===== src/rtl/pipe_pkg.sv =====
// Shared types for the pipe_chain stage registers: slot contents, per-slot
// operation select and the default bubble payload.
package pipe_pkg;

    localparam int          SLOT_DATA_W      = 64;
    localparam logic [63:0] NOP_DATA_DEFAULT = 64'h13;

    typedef enum logic [1:0] {
        ADVANCE,
        HOLD,
        BUBBLE
    } slot_op_e;

    typedef struct packed {
        logic                   valid;
        logic                   halt;
        logic [SLOT_DATA_W-1:0] data;
    } slot_t;

    function automatic slot_t bubble_slot(input logic [SLOT_DATA_W-1:0] nop);
        slot_t b;
        b.valid = 1'b0;
        b.halt  = 1'b0;
        b.data  = nop;
        return b;
    endfunction

endpackage


===== src/rtl/pipe_slot.sv =====
// One pipeline stage register: loads the previous stage, holds, or loads a
// bubble according to the op chosen by the chain controller.
module pipe_slot
    import pipe_pkg::*;
#(
    parameter logic [SLOT_DATA_W-1:0] NOP_DATA = NOP_DATA_DEFAULT
) (
    input  logic     clk,
    input  logic     rst,
    input  slot_op_e op,
    input  slot_t    prev,
    output slot_t    cur
);

    slot_t slot_d;
    slot_t slot_q;

    always_comb begin
        slot_d = slot_q;
        case (op)
            ADVANCE: slot_d = prev;
            HOLD:    slot_d = slot_q;
            default: slot_d = bubble_slot(NOP_DATA);
        endcase
    end

    always_ff @(posedge clk) begin
        if (rst) begin
            slot_q <= bubble_slot(NOP_DATA);
        end else begin
            slot_q <= slot_d;
        end
    end

    assign cur = slot_q;

endmodule


===== src/rtl/pipe_chain.sv =====
// In-order pipeline of STAGES registers with stall (hold + bubble), flush
// (kill younger stages), halt-marker tracking and a bubble counter.
module pipe_chain
    import pipe_pkg::*;
#(
    parameter int          STAGES   = 4,
    parameter int          WIDTH    = 64,
    parameter logic [63:0] NOP_DATA = NOP_DATA_DEFAULT
) (
    input  logic                        clk,
    input  logic                        rst,
    input  logic                        in_valid,
    input  logic [WIDTH-1:0]            in_data,
    input  logic                        in_halt,
    output logic                        in_ready,
    input  logic                        stall,
    input  logic [$clog2(STAGES)-1:0]   stall_idx,
    input  logic                        flush,
    input  logic [$clog2(STAGES)-1:0]   flush_idx,
    output logic [STAGES-1:0]           stg_valid,
    output logic [STAGES*WIDTH-1:0]     stg_data,
    output logic                        out_valid,
    output logic [WIDTH-1:0]            out_data,
    output logic                        out_halt,
    output logic                        halted,
    output logic [15:0]                 bubble_cnt
);

    localparam int                     IDX_W    = $clog2(STAGES);
    localparam logic [IDX_W-1:0]       K_MAX    = IDX_W'(STAGES - 2);
    localparam logic [SLOT_DATA_W-1:0] NOP_SLOT = SLOT_DATA_W'(NOP_DATA[WIDTH-1:0]);

    logic [IDX_W-1:0] stall_k;
    logic [IDX_W-1:0] flush_k;
    logic             accept;
    logic             kill_halt;
    slot_t            in_slot;
    slot_t            last_next;
    slot_op_e         slot_op   [STAGES];
    slot_t            slot_prev [STAGES];
    slot_t            slot_cur  [STAGES];

    logic        halt_seen_d, halt_seen_q;
    logic        halted_d, halted_q;
    logic [15:0] bubble_cnt_d, bubble_cnt_q;

    always_comb begin
        stall_k  = (stall_idx > K_MAX) ? K_MAX : stall_idx;
        flush_k  = (flush_idx > K_MAX) ? K_MAX : flush_idx;
        in_ready = !rst && !stall && !flush && !halt_seen_q;
        accept   = in_valid && in_ready;

        // Once a halt marker is in flight, stage 0 only ever sees bubbles.
        in_slot = bubble_slot(NOP_SLOT);
        if (!halt_seen_q) begin
            in_slot.valid = accept;
            in_slot.halt  = in_halt && accept;
            in_slot.data  = SLOT_DATA_W'(in_data);
        end

        slot_prev[0] = in_slot;
        for (int s = 1; s < STAGES; s++) begin
            slot_prev[s] = slot_cur[s-1];
        end

        kill_halt = 1'b0;
        for (int s = 0; s < STAGES; s++) begin
            if (flush) begin
                slot_op[s] = (s <= int'(flush_k)) ? BUBBLE : ADVANCE;
                if (s <= int'(flush_k) && slot_cur[s].valid && slot_cur[s].halt) begin
                    kill_halt = 1'b1;
                end
            end else if (stall) begin
                if (s <= int'(stall_k)) begin
                    slot_op[s] = HOLD;
                end else if (s == int'(stall_k) + 1) begin
                    slot_op[s] = BUBBLE;
                end else begin
                    slot_op[s] = ADVANCE;
                end
            end else begin
                slot_op[s] = ADVANCE;
            end
        end

        // The final stage is never held, so its next value is advance or bubble.
        last_next = (slot_op[STAGES-1] == ADVANCE) ? slot_cur[STAGES-2] : bubble_slot(NOP_SLOT);

        halt_seen_d = (halt_seen_q && !kill_halt) || (accept && in_halt);
        halted_d    = halted_q || (last_next.valid && last_next.halt);

        bubble_cnt_d = bubble_cnt_q;
        if ((stall || flush) && bubble_cnt_q != 16'hFFFF) begin
            bubble_cnt_d = bubble_cnt_q + 16'd1;
        end
    end

    always_ff @(posedge clk) begin
        if (rst) begin
            halt_seen_q  <= 1'b0;
            halted_q     <= 1'b0;
            bubble_cnt_q <= 16'd0;
        end else begin
            halt_seen_q  <= halt_seen_d;
            halted_q     <= halted_d;
            bubble_cnt_q <= bubble_cnt_d;
        end
    end

    for (genvar g = 0; g < STAGES; g++) begin : g_slot
        pipe_slot #(
            .NOP_DATA (NOP_SLOT)
        ) u_slot (
            .clk  (clk),
            .rst  (rst),
            .op   (slot_op[g]),
            .prev (slot_prev[g]),
            .cur  (slot_cur[g])
        );

        assign stg_valid[g]                = slot_cur[g].valid;
        assign stg_data[g*WIDTH +: WIDTH]  = slot_cur[g].data[WIDTH-1:0];
    end

    assign out_valid  = slot_cur[STAGES-1].valid;
    assign out_data   = slot_cur[STAGES-1].data[WIDTH-1:0];
    assign out_halt   = slot_cur[STAGES-1].halt;
    assign halted     = halted_q;
    assign bubble_cnt = bubble_cnt_q;

endmodule


===== config.mk =====
export PLATFORM = sky130hd
export DESIGN_NAME = pipe_chain
export DESIGN_NICKNAME = d
export VERILOG_FILES = /design/src/rtl/pipe_pkg.sv /design/src/rtl/pipe_slot.sv /design/src/rtl/pipe_chain.sv
export SDC_FILE = /design/constraint.sdc
export NUM_CORES = 1
export LEC_CHECK = 0
export ABC_AREA = 1
export BUFFER_PORTS_ARGS = -buffer_cell sky130_fd_sc_hd__buf_2
export CORE_AREA = 3 3 161 163
export DETAILED_ROUTE_END_ITERATION = 8
export DIE_AREA = 0 0 164 166
export HOLD_SLACK_MARGIN = 0.05
export PLACE_DENSITY = 0.75
export SETUP_SLACK_MARGIN = 0.05
export SYNTH_ARGS = -nofsm -noshare
export SYNTH_HDL_FRONTEND = slang
export SYNTH_SLANG_ARGS = --single-unit

===== constraint.sdc =====
create_clock -name clk -period 1.7 [get_ports clk]
set_input_delay 0.34 -clock clk [delete_from_list [all_inputs] [get_ports clk]]
set_output_delay 0.34 -clock clk [all_outputs]
set_load 0.03 [all_outputs]

==> impl_metrics.toml <==
[outcome]
run_status = "finished, final reports clean"

[clock_network]
clk-insertion-delay-late_ps = 540
ctsRootBufferMaster = "clkbuf_16"
cts_max_level = 1
cts_buffers = 29
cts.sinks = 282
ctsLongestPathBuffers = 3
clkTransAtPathRegs_ps = 60
cts_tree = "done"

[cells_and_area]
utilization_pct = 56.2
layout_common_cells = "416 x buf_2, 278 x dfxtp_1, 250 x nand2_1, 172 x o21ai_0, 135 x nand3_1"
layout_commonest_cell = "buf_2"
area_delta_synth_final_pct = 19.8
stdcell_count = 1933
antenna_cells = 0
drive_above_1_share_pct = 34.3
nNetsFinal = 1663

[pwr]
ir_drop_mv = 0.717
p_leak_nw = 6.32
p_per_area_nw_per_um2 = 1020

[critical_path]
arrival_ps = 1280
cp-end-kind = "primary output"
startpoint_type = "flip-flop"
r2r_cells = 8
crit_fanout = 2
critPathKind = "reg -> out"
worstPathCellList = "nor2_4 > nand2_2 > inv_4 > buf_6"
worst-path-stages = 4
critical-path-max-stage-delay_ps = 330
cp_slowest_cell = "dfxtp_2"
crit_buf_inv = 2
critical_path_required_ps = 1360
path_delay_family = "flip-flops"

[floorplanning]
row_count = 57
initial_utilization_pct = 46.9
core_area_sq_um = 24500
die_w_microns = 164
die-area_sq_um = 27200
io_pins = 418
die_h_microns = 166

[timing]
skew_ps = 13.4
hold_slack_ps = 79.2
relSlewSlack_pct = 73.7
setup_viol = 0
fin_crit_sh_pct = 95.3
worst_pin_slew_ps = 395
setup_tns_ps = 0
slew_viol_final = 0
rsz0062_at_grt = "true"
clock.fmax_mhz = 617
hold_violations = 0
period_minus_slack_ps = 1620

[worst_hold_path]
hold_path.class = "in -> reg"
whs_path_depth = 3

[global_route]
grt_pass1_vias = 9357
track_usage_pct = 23.1
grt_max_degree = 51
grt_pass1_wl_mm = 50.9
overflow = 0
antenna_found_initial = 0

[placed_design]
dp_hpwl_mm = 22.3
portBuffers = 417
place_inst = 1814
routabilityCongestion = 0.865

[routing]
drc = 0
routedWlPerCell_microns = 16.9
drt_first_pass_iters = 5
drt-initial-drc-count = 825
vias_per_cell = 5.03
routed_wl_mm = 32.6
vias = 9729
ant_nets = 0

[logic_synthesis]
async_flop_share_pct = 0
synth_area_sq_um = 11500
synthCells = 1374
ys_warn_count = 0
synth-seq-cells = 282
synth.avg_cell_area_sq_um = 8.35
syn_nets = 1449
synth_edf_count = 0
seq_area_frac_synth_pct = 49.2
synth-main-ff-cell = "dfxtp_1"
ys_types = 29

[run]
max-cap-violations = 0
## worst paths after layout
kind	from	to	slack (ps)
max reg2reg	bubble_cnt[1]	bubble_cnt[1]	170
min reg2reg	g_slot[2].u_slot.cur[8]	g_slot[3].u_slot.cur[8]	460
min	in_data[35]	g_slot[0].u_slot.cur[35]	80
max	halt_seen_q	in_ready	80
## registers in the layout, indices dropped and copies added, names as in the netlist
| signal | count |
|---|---|
| halted | 1 |
| bubble_cnt | 16 |
| g_slot.u_slot.cur | 264 |
| halt_seen_q | 1 |
## cell usage after synthesis, types with 3 or more instances
library cell,number,area (sq um)
inv_2,8,30.0
nand2_1,250,938
o21ai_1,11,55.1
dfxtp_1,282,5650
a21oi_2,10,87.6
a21oi_1,9,45.0
nor2_1,83,312
inv_1,23,86.3
clkbuf_1,22,82.6
o32ai_1,4,35.0
buf_4,273,2050
nor2_2,6,37.5
o22ai_1,6,37.5
xor2_1,5,43.8
nand3_1,135,676
buf_1,6,22.5
o21ai_2,3,26.3
nand4_1,6,37.5
o21ai_0,172,861
buf_2,36,180
nand2_2,10,62.6
## metrics by stage
stage / cell area, sq um / worst slack [ps] / power [W]
final: 13700 / 80.3 / 0.0141
after floorplan: 11500 / 105 / 0.00760
after global routing: 13700 / 38.3 / 0.0145
after global placement: 12100 / 111 / 0.00788
after detailed placement: 12100 / 90.3 / 0.00789
after CTS: 13700 / 59.1 / 0.0142
## worst reg2reg max path, cell delays in order (launching register included)
cell and delay (ps):
dfxtp_2 380, ha_2 230, nand2_1 70, nor2_2 130
nand2_2 110, o21ai_2 200, buf_12 160, o21ai_0 80
nor2_1 110
## area by class of cell
class	count	area, sq um
timing repair buffer	521	3230
tap	324	405
clock inverter	10	87.6
sequential	282	5650
fill	2168	10700
inverter	31	124
clock buffer	42	845
multi-input combinational	723	3390
## metal layers
layer / wire length (microns) / track usage, % / up-vias
li1: - / - / 4648
met1: 12500 / 27.4 / 4496
met2: 15900 / 39.8 / 475
met3: 2540 / 4.64 / 110
met4: 1690 / 10.6 / 0
met5: 0 / 0 / -
## repair_timing
item,4_1_cts,5_1_grt
buffers inserted,2,0
endpoints found under the setup margin,1,17
endpoints found under the hold margin,64,0
gates resized for setup,4,8
hold buffers,64,0
gates cloned,0,1
pin swaps,1,2
## power breakdown
part           internal (W)  switching (W)  total, W  leakage [nW]
registers           0.00670      0.0000649   0.00677          2.28
logic              0.000393       0.000724   0.00112          3.58
clock network       0.00359        0.00259   0.00618         0.458
## logic make-up after synthesis
| group | synth area share [%] |
|---|---|
| and+or+nand+nor | 18.4 |
| DFF | 49.2 |
| xor gates and xnor gates | 0.534 |
| AOI/OAI and AO/OA | 10.2 |
| adders and majority gates | 0.109 |
| buffers and inverters | 21.6 |
Note: power is estimated with default switching activity, not from simulation.
